File: config.mk
export PLATFORM = sky130hd
export DESIGN_NAME = byte_packer
export DESIGN_NICKNAME = d
export VERILOG_FILES = /design/src/rtl/byte_packer.sv
export SDC_FILE = /design/constraint.sdc
export NUM_CORES = 1
export LEC_CHECK = 0
export CAP_MARGIN = 30
export CORE_ASPECT_RATIO = 0.8
export CORE_MARGIN = 2
export CORE_UTILIZATION = 51
export CTS_BUF_LIST = sky130_fd_sc_hd__clkbuf_4
export DETAILED_ROUTE_END_ITERATION = 10
export PLACE_DENSITY = 0.9
export SYNTH_ARGS = -nofsm -noshare
export SYNTH_HDL_FRONTEND = slang
export SYNTH_SLANG_ARGS = --single-unit
File: constraint.sdc
create_clock -name clk -period 1.4 [get_ports clk]
set_clock_uncertainty 0.05 [all_clocks]
set_input_delay 0.28 -clock clk [delete_from_list [all_inputs] [get_ports clk]]
set_output_delay 0.28 -clock clk [all_outputs]
set_load 0.005 [all_outputs]
File: src/rtl/byte_packer.sv
// Byte-to-word packer: assembles little-endian words of BYTES bytes
// from a byte stream, with keep mask and partial-word flush on last.
module byte_packer #(
  parameter int BYTES = 4
) (
  input  logic               clk,
  input  logic               reset,
  input  logic               i_valid_i,
  input  logic [7:0]         i_data_i,
  input  logic               i_last_i,
  output logic               i_ready_o,
  input  logic               e_ready_i,
  output logic               e_valid_o,
  output logic [8*BYTES-1:0] e_data_o,
  output logic [BYTES-1:0]   e_keep_o,
  output logic               e_last_o
);

  localparam int CW = (BYTES > 1) ? $clog2(BYTES) : 1;
  localparam logic [CW-1:0] LAST_LANE = CW'(BYTES - 1);

  logic [8*BYTES-1:0] acc_data;
  logic [BYTES-1:0]   acc_keep;
  logic [CW-1:0]      acc_cnt;
  logic               acc_last;
  logic               acc_done;

  logic               out_valid;
  logic [8*BYTES-1:0] out_data;
  logic [BYTES-1:0]   out_keep;
  logic               out_last;

  logic               in_fire;
  logic               complete;
  logic               out_free;
  logic               move_held;
  logic               move_new;
  logic [8*BYTES-1:0] m_data;
  logic [BYTES-1:0]   m_keep;

  assign i_ready_o = !acc_done;
  assign in_fire   = i_valid_i && !acc_done;
  assign complete  = in_fire && ((acc_cnt == LAST_LANE) || i_last_i);
  assign out_free  = !out_valid || e_ready_i;
  assign move_held = acc_done && out_free;
  assign move_new  = complete && out_free;

  // Accumulator contents with the incoming byte dropped into lane acc_cnt
  always_comb begin
    m_data = acc_data;
    m_keep = acc_keep;
    for (int k = 0; k < BYTES; k++) begin
      if (acc_cnt == CW'(k)) begin
        m_data[8*k +: 8] = i_data_i;
        m_keep[k]        = 1'b1;
      end
    end
  end

  always_ff @(posedge clk or negedge reset) begin
    if (!reset) begin
      acc_data <= '0;
      acc_keep <= '0;
      acc_cnt  <= '0;
      acc_last <= 1'b0;
      acc_done <= 1'b0;
    end else if (move_held || move_new) begin
      acc_data <= '0;
      acc_keep <= '0;
      acc_cnt  <= '0;
      acc_last <= 1'b0;
      acc_done <= 1'b0;
    end else if (complete) begin
      acc_data <= m_data;
      acc_keep <= m_keep;
      acc_last <= i_last_i;
      acc_done <= 1'b1;
    end else if (in_fire) begin
      acc_data <= m_data;
      acc_keep <= m_keep;
      acc_cnt  <= acc_cnt + CW'(1);
    end
  end

  // A held word always has priority; no new byte can arrive while held
  always_ff @(posedge clk or negedge reset) begin
    if (!reset) begin
      out_valid <= 1'b0;
      out_data  <= '0;
      out_keep  <= '0;
      out_last  <= 1'b0;
    end else if (move_held) begin
      out_valid <= 1'b1;
      out_data  <= acc_data;
      out_keep  <= acc_keep;
      out_last  <= acc_last;
    end else if (move_new) begin
      out_valid <= 1'b1;
      out_data  <= m_data;
      out_keep  <= m_keep;
      out_last  <= i_last_i;
    end else if (e_ready_i) begin
      out_valid <= 1'b0;
    end
  end

  assign e_valid_o = out_valid;
  assign e_data_o  = out_data;
  assign e_keep_o  = out_keep;
  assign e_last_o  = out_last;

endmodule

==> results of run 1 <==
## worst paths after layout
| path | start | to | slack [ns] | cells after the start |
|---|---|---|---|---|
| max | acc_cnt[1] | e_data_o[1] | -0.31 | 7 |
| min | reset | e_valid_o | 0.27 | 2 |
| max reg2reg | acc_cnt[1] | e_data_o[1] | -0.31 | 7 |
| min reg2reg | e_data_o[31] | e_data_o[31] | 0.45 | 2 |
| max in group asynchronous | reset | acc_data[8] | 0.53 | 3 |
| min in group clk | e_data_o[31] | e_data_o[31] | 0.45 | 2 |
## power breakdown
group / internal, uW / switching, uW / leakage (uW)
Clock: 728 / 836 / 0.0000825
Combinational: 2390 / 2290 / 0.00132
Sequential: 3110 / 564 / 0.00103
## metal layers
layer,global-route usage,vias up,part of all wire
met5,0,-,0
met4,0.0699,0,0.039
met3,0.0683,38,0.066
met2,0.371,127,0.49
met1,0.296,1479,0.40
li1,-,1327,-
## logic make-up (layout without fill, tap and decap cells)
kind of cell	count (synthesis)	after routing	share of synthesized area
flip-flops	78	78	0.537
AO/OA/AOI/OAI	52	52	0.0805
AND/OR/NAND/NOR	101	105	0.135
adder cells (fa/ha/maj)	4	4	0.0138
multiplexers	66	66	0.182
buffers and inverters	27	136	0.0523
## registers in the layout, indices dropped and copies added (netlist names)
| signal | count |
|---|---|
| e_last_o | 1 |
| e_valid_o | 1 |
| e_data_o | 32 |
| acc_data | 32 |
| acc_cnt | 2 |
| acc_last | 1 |
| acc_done | 1 |
| e_keep_o | 4 |
| acc_keep | 4 |
## layout make-up
| type | instances | area share |
|---|---|---|
| Clock buffer | 9 | 0.0131 |
| Clock inverter | 7 | 0.0190 |
| Inverter | 4 | 0.00438 |
| Multi-Input combinational cell | 227 | 0.356 |
| Sequential cell | 78 | 0.380 |
| Tap cell | 87 | 0.0212 |
| Timing Repair Buffer | 116 | 0.207 |
## layout by cell type (no fill, tap or decap), types with 2 or more instances in the layout
| cell | n |
|---|---|
| dfrtp_1 | 76 |
| mux2i_1 | 58 |
| buf_4 | 44 |
| nand2_1 | 37 |
| clkbuf_2 | 34 |
| o21ai_1 | 25 |
| nor2_2 | 22 |
| nor2_1 | 17 |
| clkdlybuf4s50_1 | 11 |
| nor2_4 | 10 |
| clkbuf_4 | 9 |
| o21ai_0 | 8 |
| buf_12 | 8 |
| o21ai_2 | 7 |
| mux2i_2 | 7 |
| buf_6 | 7 |
| clkbuf_16 | 6 |
| o21ai_4 | 5 |
| nand2_4 | 5 |
| nand2_2 | 4 |
| nor2_8 | 4 |
| ha_4 | 4 |
| clkdlybuf4s15_1 | 4 |
| a21oi_1 | 3 |
| inv_6 | 2 |
| a21oi_2 | 2 |
| dfrtp_2 | 2 |
| bufinv_16 | 2 |
| clkinvlp_4 | 2 |
## through the flow
stage / util / cells / setup TNS (ns)
2_1_floorplan: - / 328 / -2.43
5_1_grt: 0.747 / 528 / -18.41
6_report: 0.747 / 528 / -16.29
4_1_cts: 0.688 / 501 / -10.44
3_3_place_gp: 0.635 / 465 / -22.02
3_5_place_dp: 0.635 / 465 / -24.25
## timing repair
item / 4_1_cts / 5_1_grt
hold endpoints to repair: 33 / 0
setup buffers: 16 / 18
gates cloned: 3 / 9
pin swaps: 5 / 16
hold buffers: 1 / 0
resized for setup: 97 / 112
setup endpoints to repair: 114 / 113
## worst max-delay path: cells and delay by family (launching register included)
family / cells / cell delay [ns]
and+or+nand+nor: 1 / 0.08
AOI/OAI and AO/OA: 3 / 0.53
adders and majority gates: 1 / 0.20
buffers and inverters: 2 / 0.30
DFF: 1 / 0.47
==> metrics.cfg, run 1 <==
[pwr]
power_per_cell_area_nw_per_um2=1930
ir_drop_mv=1.09
cellLeakagePower_uw=0.00243
fin_total_pwr_uw=9920

[synthesis]
yosys.cell_count.top_type=dfrtp_1
post_synth.cell_area_avg_um2=11.1
yosysTopAreaCellShare=0.537
yosys_reg_bits=78
yosys.cell_types.count=27
netlist_top_cells_count=dfrtp_1 (78), mux2i_1 (66), nand2_1 (43)
synth.yosys.seq_area_share=0.537
synthTopCellsByArea=dfrtp_1 (54%), mux2i_1 (18%), nand2_1 (4.4%), nor2_1 (4.2%), o21ai_0 (4.1%)
synthCells=328
synthesis.area_um2=3630
synth-async-reset-ratio=1.00
synthesis.nets=345
synth_area_leader_cell=dfrtp_1
synth_ff_type=dfrtp_1
synth_warnings=0
synth-edff-count=0

[timing]
final-hold-violation-count=0
slew_headroom=0.684
finalCriticalPeriod_ns=1.71
timing.final.crit_share=1.22
count_of_final_max_slew_check_failures=0
rsz_0062_raised_after_global_routing=yes
setup_violations=79
max_freq_mhz=586
holdWs_ns=0.271
worst_slack_ns=-0.308
tightestPinTransition_ns=0.474

[flow_run]
cap_violations=0

[floorplanning]
chipHeight_um=79.5
floorplan.die_area_um2=7820
io_pins=52
floorplan.initialDensity=0.527
die_width_um=98.4
num_rows=27
core_region_area_um2=6890

[critical_path]
cp_cell_sequence=ha_4 > o21a_4 > o21ai_4 > buf_12 > buf_12 > nand2_1 > o21ai_1
crit_path_end_kind=flip-flop
critical_path_required_ns=1.70
startpoint_type=flip-flop
path_max_fanout=17
critical_path_class=flip-flop to flip-flop
path_common_cell=buf_12
timing.critical_path.slowest_cell_delay_ns=0.47
worstPathArrival_ns=2.01
crit_slowest_cell=dfrtp_2

[cts]
htree_levels=3
worst_setup_hold_path_clk_slew_ns=0.14
clock_latency_ns=0.45
cts_buffers=9
clock_tree.buffer_depth=2
cts.sinks=78
clockRootBuffer=clkbuf_4
tritoncts_clock_tree=built

[global_routing]
number_of_global_route_vias_before_repair=2718
grt_remaining_overflow=0
number_of_antenna_violations_at_the_first_check_in_global_routing=0
grt_util_all_layers=0.228
wire_length_of_the_first_global_routing_pass_um=13700
grt_start_max_net_pins=41

[placed_design]
hpwlAfterDp_um=5510
dp_worst_setup_slack_ns=-0.415
portBuffers=51
globalplace.congestion=0.850
placed_area_um2=4370

[cells_and_area]
seq_area_um2=1950
postLayoutCellArea_um2=5150
syn2layout_area_growth_pct=41.6
nNetsFinal=453
antenna_cells=0
fill_cells=430
area_of_the_multi_input_gates_um2=1830
post_route_cells_drive_above_1_share=0.447

[detailed_routing]
vias=2971
drt-wirelength-per-cell_um=19.7
drt_wl_total_um=10400
remaining_drc_errors=0
first_pass_iters=5
final_antenna_net_count=0
drc_marker_count_from_the_first_detailed_route_iteration=207
post_drt_via_cell_ratio=5.63

[run_status]
failing_checks=negative setup slack
status=finished with violations

[min_path]
worstHoldPathType=input port to asynchronous set/reset pin

(Power assumes the default switching activity.)
==> run 2: changes to the inputs <==
--- a/config.mk
+++ b/config.mk
@@ -11,7 +11,7 @@
 export CORE_UTILIZATION = 51
 export CTS_BUF_LIST = sky130_fd_sc_hd__clkbuf_4
 export DETAILED_ROUTE_END_ITERATION = 10
-export PLACE_DENSITY = 0.9
+export PLACE_DENSITY = 0.89
 export SYNTH_ARGS = -nofsm -noshare
 export SYNTH_HDL_FRONTEND = slang
 export SYNTH_SLANG_ARGS = --single-unit
==> metrics.cfg, run 2 (synthesized netlist as in run 1, its figures left out) <==
[critical_path]
cp_num_buf_inv=2  ; unchanged
cp_cell_sequence=buf_6 > and3b_2 > buf_12 > nor2_4 > mux2i_1 > nor2_2  ; was ha_4 > o21a_4 > o21ai_4 > buf_12 > buf_12 > nand2_1 > o21ai_1
crit_path_end_kind=flip-flop  ; unchanged
worstPathArrival_ns=1.94  ; was 2.01 ns
timing.critical_path.slowest_cell_delay_ns=0.43  ; was 0.47 ns
critical_path_class=flip-flop to flip-flop  ; unchanged
path_max_fanout=8  ; was 17
crit_slowest_cell=dfrtp_1  ; was dfrtp_2
critPathTopFamily=simple AND/OR/NAND/NOR gates  ; was compound AO/OA/AOI/OAI gates
critical_path_required_ns=1.69  ; was 1.70 ns
startpoint_type=flip-flop  ; unchanged

[global_routing]
grt_remaining_overflow=0  ; unchanged
number_of_antenna_violations_at_the_first_check_in_global_routing=0  ; unchanged
grt_util_all_layers=0.253  ; was 0.228
wire_length_of_the_first_global_routing_pass_um=15300  ; was 13700 um
grt_start_max_net_pins=51  ; was 41
number_of_global_route_vias_before_repair=2996  ; was 2718

[pwr]
cellLeakagePower_uw=0.00239  ; was 0.00243 uW
ir_drop_mv=0.905  ; was 1.09 mV
power_per_cell_area_nw_per_um2=1870  ; was 1930 nW/um^2
fin_total_pwr_uw=9340  ; was 9920 uW

[cts]
htree_levels=3  ; unchanged
clockRootBuffer=clkbuf_4  ; unchanged
cts_buffers=9  ; unchanged
worst_setup_hold_path_clk_slew_ns=0.13  ; was 0.14 ns
tritoncts_clock_tree=built  ; unchanged
clock_latency_ns=0.45  ; about the same
clock_tree.buffer_depth=2  ; unchanged
cts.sinks=78  ; unchanged

[min_path]
worstHoldPathType=input port to asynchronous set/reset pin  ; unchanged

[detailed_routing]
post_drt_via_cell_ratio=5.61  ; was 5.63
first_pass_iters=5  ; unchanged
remaining_drc_errors=0  ; unchanged
vias=2978  ; was 2971
drc_marker_count_from_the_first_detailed_route_iteration=339  ; was 207
drt-wirelength-per-cell_um=19.6  ; was 19.7 um
drt_wl_total_um=10400  ; about the same
final_antenna_net_count=0  ; unchanged

[floorplanning]
floorplan.die_area_um2=7820  ; unchanged
core_region_area_um2=6890  ; unchanged
floorplan.initialDensity=0.527  ; unchanged
chipHeight_um=79.5  ; unchanged
io_pins=52  ; unchanged
die_width_um=98.4  ; unchanged
num_rows=27  ; unchanged

[timing]
rsz_0062_raised_after_global_routing=yes  ; unchanged
holdWs_ns=0.190  ; was 0.271 ns
timing.final.crit_share=1.18  ; was 1.22
tightestPinTransition_ns=0.408  ; was 0.474 ns
max_freq_mhz=608  ; was 586 MHz
finalCriticalPeriod_ns=1.65  ; was 1.71 ns
final-hold-violation-count=0  ; unchanged
slew_headroom=0.727  ; was 0.684
worst_slack_ns=-0.246  ; was -0.308 ns
setup_violations=79  ; unchanged
count_of_final_max_slew_check_failures=0  ; unchanged
tns_ns=-14.36  ; was -16.29 ns

[cells_and_area]
nNetsFinal=457  ; was 453
post_route_cells_drive_above_1_share=0.396  ; was 0.447
final_cell_mix=dfrtp_1 (77), mux2i_1 (63), buf_4 (52)  ; was dfrtp_1 (76), mux2i_1 (58), buf_4 (44)
syn2layout_area_growth_pct=37.8  ; was 41.6%
antenna_cells=0  ; unchanged
commonest_non_fill_non_tap_cell_in_the_layout=dfrtp_1  ; unchanged

[placed_design]
globalplace.congestion=0.896  ; was 0.850
hpwlAfterDp_um=5430  ; was 5510 um
portBuffers=51  ; unchanged

[run_status]
status=finished with violations  ; unchanged
failing_checks=negative setup slack  ; unchanged

[flow_run]
cap_violations=0  ; unchanged

==> run 2: changes by cell type in the layout (fill, tap and decap cells not counted), moves of 3 or more <==
cell             previous run  this run
mux2i_2                     7         3
buf_4                      44        52
buf_16                      0         3
o21ai_1                    25        21
o21ai_0                     8        15
buf_12                      8         5
mux2i_1                    58        63
clkbuf_16                   6         2
clkdlybuf4s15_1             4        11
clkbuf_2                   34        27
==> run 2: worst paths after layout <==
kind	start	endpoint	slack, ns	cells after the start
worst max-delay path	acc_done	acc_data[15]	-0.25	6
min in group clk	e_data_o[31]	e_data_o[31]	0.44	2
worst max register to register	acc_done	acc_data[15]	-0.25	6
max in group asynchronous	reset	e_keep_o[0]	0.57	3
worst min register to register	e_data_o[31]	e_data_o[31]	0.44	2
worst min-delay path	reset	acc_data[6]	0.19	2
==> run 2: power breakdown <==
group / switching [uW] / internal (uW) / leakage, uW / total (uW)
Sequential: 542 / 3110 / 0.00103 / 3660
Combinational: 2240 / 2340 / 0.00130 / 4580
Clock: 768 / 334 / 0.0000564 / 1100
==> run 2: layout make-up <==
| cell class | instances | area [um^2] |
|---|---|---|
| Clock inverter | 6 | 30.0 |
| Clock buffer | 9 | 67.6 |
| Sequential cell | 78 | 1950 |
| Tap cell | 87 | 109 |
| Inverter | 4 | 22.5 |
| Multi-Input combinational cell | 227 | 1740 |
| Timing Repair Buffer | 120 | 1080 |
| Fill cell | 447 | 1880 |
==> run 2: worst reg2reg max path: stages, from the launching register on <==
cell and delay [ns]:
dfrtp_1 0.43, buf_6 0.14, and3b_2 0.21, buf_12 0.17, nor2_4 0.19, mux2i_1 0.28, nor2_2 0.05
==> run 2: stage by stage <==
stage	setup WS [ns]	utilization	area, um^2	instances
2_1_floorplan	-0.0733	-	3670	328
3_3_place_gp	-0.369	0.631	4350	465
3_5_place_dp	-0.411	0.631	4350	465
4_1_cts	-0.148	0.706	4860	514
5_1_grt	-0.317	0.727	5010	531
6_report	-0.246	0.727	5010	531
==> run 2: repair_timing <==
item / 4_1_cts / 5_1_grt
gates cloned: 7 / 3
hold endpoints to repair: 78 / 0
hold buffers: 1 / 0
setup buffers: 26 / 14
pin swaps: 12 / 12
endpoints found under the setup margin: 115 / 110
gates resized for setup: 114 / 64
==> run 2: per-layer routing <==
metal	wire (um)	GRT usage	vias up
met5	0	0	-
met4	396	0.111	0
met3	816	0.0648	40
met2	5050	0.422	142
met1	4170	0.315	1458
li1	-	-	1338
==> edit, RTL diff (config.mk and constraints of run 2) <==
`BYTES`: 4 -> 16.
--- a/src/rtl/byte_packer.sv
+++ b/src/rtl/byte_packer.sv
@@ -1,7 +1,7 @@
 // Byte-to-word packer: assembles little-endian words of BYTES bytes
 // from a byte stream, with keep mask and partial-word flush on last.
 module byte_packer #(
-  parameter int BYTES = 4
+  parameter int BYTES = 16
 ) (
   input  logic               clk,
   input  logic               reset,
Ports: changed (resized e_data_o and e_keep_o); port bits go from 52 to 160. The function was not compared with the original's and may differ.
==> edit against run 2 <==
- worst hold slack got worse by 0.035 ns
- design area increased to 3.7 times the old value
- worst setup slack got worse by 0.36 ns
- core utilization increased by 3.9 points
- fmax decreased by 18%
- area after synthesis increased to 3.5 times the old value
- clock power increased to 7.1 times the old value
- critical path type unchanged
- largest cell class unchanged
- highest routed layer unchanged
- wire length increased to 4.6 times the old value
- sequential cell count increased by 218
- first-iteration DRC count increased to 3.7 times the old value
- sequential power increased to 2.9 times the old value
- the flow still finishes with violations (setup timing)
- power increased to 2.7 times the old value
==> edit: results (changes against run 2) <==
global_route:
  grt_max_degree: 64  # was 51
  grt_pass1_vias: 11298  # was 2996
  grtUsageTotal_pct: 30.1  # was 25.3%
  grt_pass1_wl_um: 61000  # was 15300 µm
  antenna_found_initial: 1  # was 0
placement:
  hpwl_um: 24200  # was 5430 µm
  placed_cell_area_um2: 16300  # was 4350 µm²
  port_buffers: 159  # was 51
  gp_congestion: 0.934  # was 0.896
  dp.cells: 1722  # was 465
logic_synthesis:
  ys_warn_count: 0  # unchanged
  ys_top_cells_by_count: "296 x dfrtp_1, 258 x o21ai_0, 173 x nand2_1"  # was 78 x dfrtp_1, 66 x mux2i_1, 43 x nand2_1
  synth_area_leaders: "dfrtp_1 59%, mux2i_1 11%, o21ai_0 10%, nand2_1 5.2%, nand3_1 5.1%"  # was dfrtp_1 54%, mux2i_1 18%, nand2_1 4.4%, nor2_1 4.2%, o21ai_0 4.1%
  syn_avg_cell_area_um2: 10.3  # was 11.1 µm²
  syn_nets: 1236  # was 345
  synthXorXnorAreaFrac_pct: 0  # unchanged
  yosysSeqAreaShare_pct: 58.9  # was 53.7%
  synth.mux.area_fraction_pct: 11.0  # was 18.2%
  ys_types: 37  # was 27
  async_flop_share_pct: 100  # unchanged
  synth_adder_area_share_pct: 0.398  # was 1.38%
  synth_compound_area_share_pct: 13.2  # was 8.06%
power_and_ir_drop:
  switching_share_pct: 33.0  # was 38.0%
  leakage_nw: 8.68  # was 2.39 nW
  peakVddDrop_mv: 0.948  # was 0.905 mV
critical_path:
  arrival_ns: 2.57  # was 1.94 ns
  critPathMaxStageDelay_ns: 0.46  # was 0.43 ns
  crit_path_top_delay_cell: "dfrtp_2"  # was dfrtp_1
  critPathMaxFanout: 10  # was 8
cells_and_area:
  fin_nets: 1593  # was 457
  nFillCells: 1348  # was 447
  final_layout_size_suffix_gt1_share_pct: 46.0  # was 39.6%
route:
  firstDrtPassIters: 8  # was 5
  viasPerCell: 6.23  # was 5.61
  drt_iter0_drc: 1241  # was 339
  wire_per_inst_um: 24.8  # was 19.6 µm
  vias: 12132  # was 2978
sta:
  tightest_slew_ns: 0.697  # was 0.408 ns
  hold_slack_ns: 0.155  # was 0.190 ns
  setup_viol: 441  # was 79
  setup_ws_ns: -0.605  # was -0.246 ns
status:
  status: "complete, but fails checks"  # unchanged
  violations: "setup timing"  # unchanged
clocking:
  htreeDepth: 3  # unchanged
  cts_root_buf: "clkbuf_4"  # unchanged
  clk_pin_slew_worst_paths_ns: 0.08  # was 0.13 ns
  cts_buffer_depth: 3  # was 2
  clk_latency_ns: 0.76  # was 0.45 ns
  cts_inserted_buffers: 75  # was 9
min_path:
  hp-class: "in -> async"  # unchanged
edit: through the flow:
stage	setup TNS (ns)	worst slack (ns)	power (mW)
after floorplan	-94.37	-0.387	13.3
after global placement	-156.96	-0.601	16.1
after detailed placement	-170.49	-0.688	16.4
after CTS	-123.89	-0.432	23.7
after global routing	-167.28	-0.608	26.1
final	-158.06	-0.605	25.2
edit: logic make-up (layout without fill, tap and decap cells):
logic type / after synthesis / in the layout
and+or+nand+nor: 338 / 338
AOI/OAI and AO/OA: 308 / 308
DFF: 296 / 296
muxes: 138 / 138
buffers and inverters: 135 / 543
adders and majority gates: 4 / 4
other: 0 / 1
edit: routing by layer:
| layer | routed length, µm | up-vias | GRT usage [%] |
|---|---|---|---|
| li1 | - | 5003 | - |
| met1 | 17300 | 5928 | 40.0 |
| met2 | 22700 | 913 | 47.7 |
| met3 | 5230 | 288 | 6.62 |
| met4 | 3030 | 0 | 14.2 |
| met5 | 0 | - | 0 |
edit: area by class of cell:
class	instances	area (µm²)	area share, %
multi-input combinational	788	5890	31.8
clock buffer	106	796	4.29
sequential	296	7410	39.9
inverter	20	75.1	0.405
antenna	1	2.50	0.0135
timing repair buffer	395	3820	20.6
clock inverter	22	156	0.843
tap	318	398	2.14
edit: power by group through the flow:
| stage | Sequential [mW] | Clock (mW) | Combinational (mW) |
|---|---|---|---|
| after global placement | 10.6 | 0 | 5.51 |
| after CTS | 10.5 | 7.53 | 5.70 |
| after detailed placement | 10.7 | 0 | 5.72 |
| after floorplan | 10.6 | 0 | 2.69 |
| after global routing | 10.7 | 8.21 | 7.17 |
| final | 10.6 | 7.76 | 6.79 |
edit: path summary, 6_finish.rpt:
kind,end,depth (start not counted),start
max,acc_cnt[2],8,acc_cnt[0]
min,e_data_o[40],3,reset
max reg2reg,acc_cnt[2],8,acc_cnt[0]
min reg2reg,e_keep_o[3],2,e_keep_o[3]
max in group asynchronous,acc_data[81],3,reset
min in group clk,e_valid_o,3,e_ready_i
edit: worst max-delay path, delay by kind of cell (launching register included):
kind            cells  cell delay, ns
flops               1            0.46
compound gates      2            0.25
mux                 1            0.26
buf+inv             3            0.48
simple gates        1            0.17
fa+ha+maj           1            0.20
edit: what timing repair did:
action | in CTS | in global routing
pin swaps | 1 | 50
hold buffers | 4 | 0
buffers inserted | 66 | 5
endpoints found under the setup margin | 441 | 450
gates cloned | 1 | 19
hold endpoints to repair | 296 | 0
gates resized for setup | 646 | 210
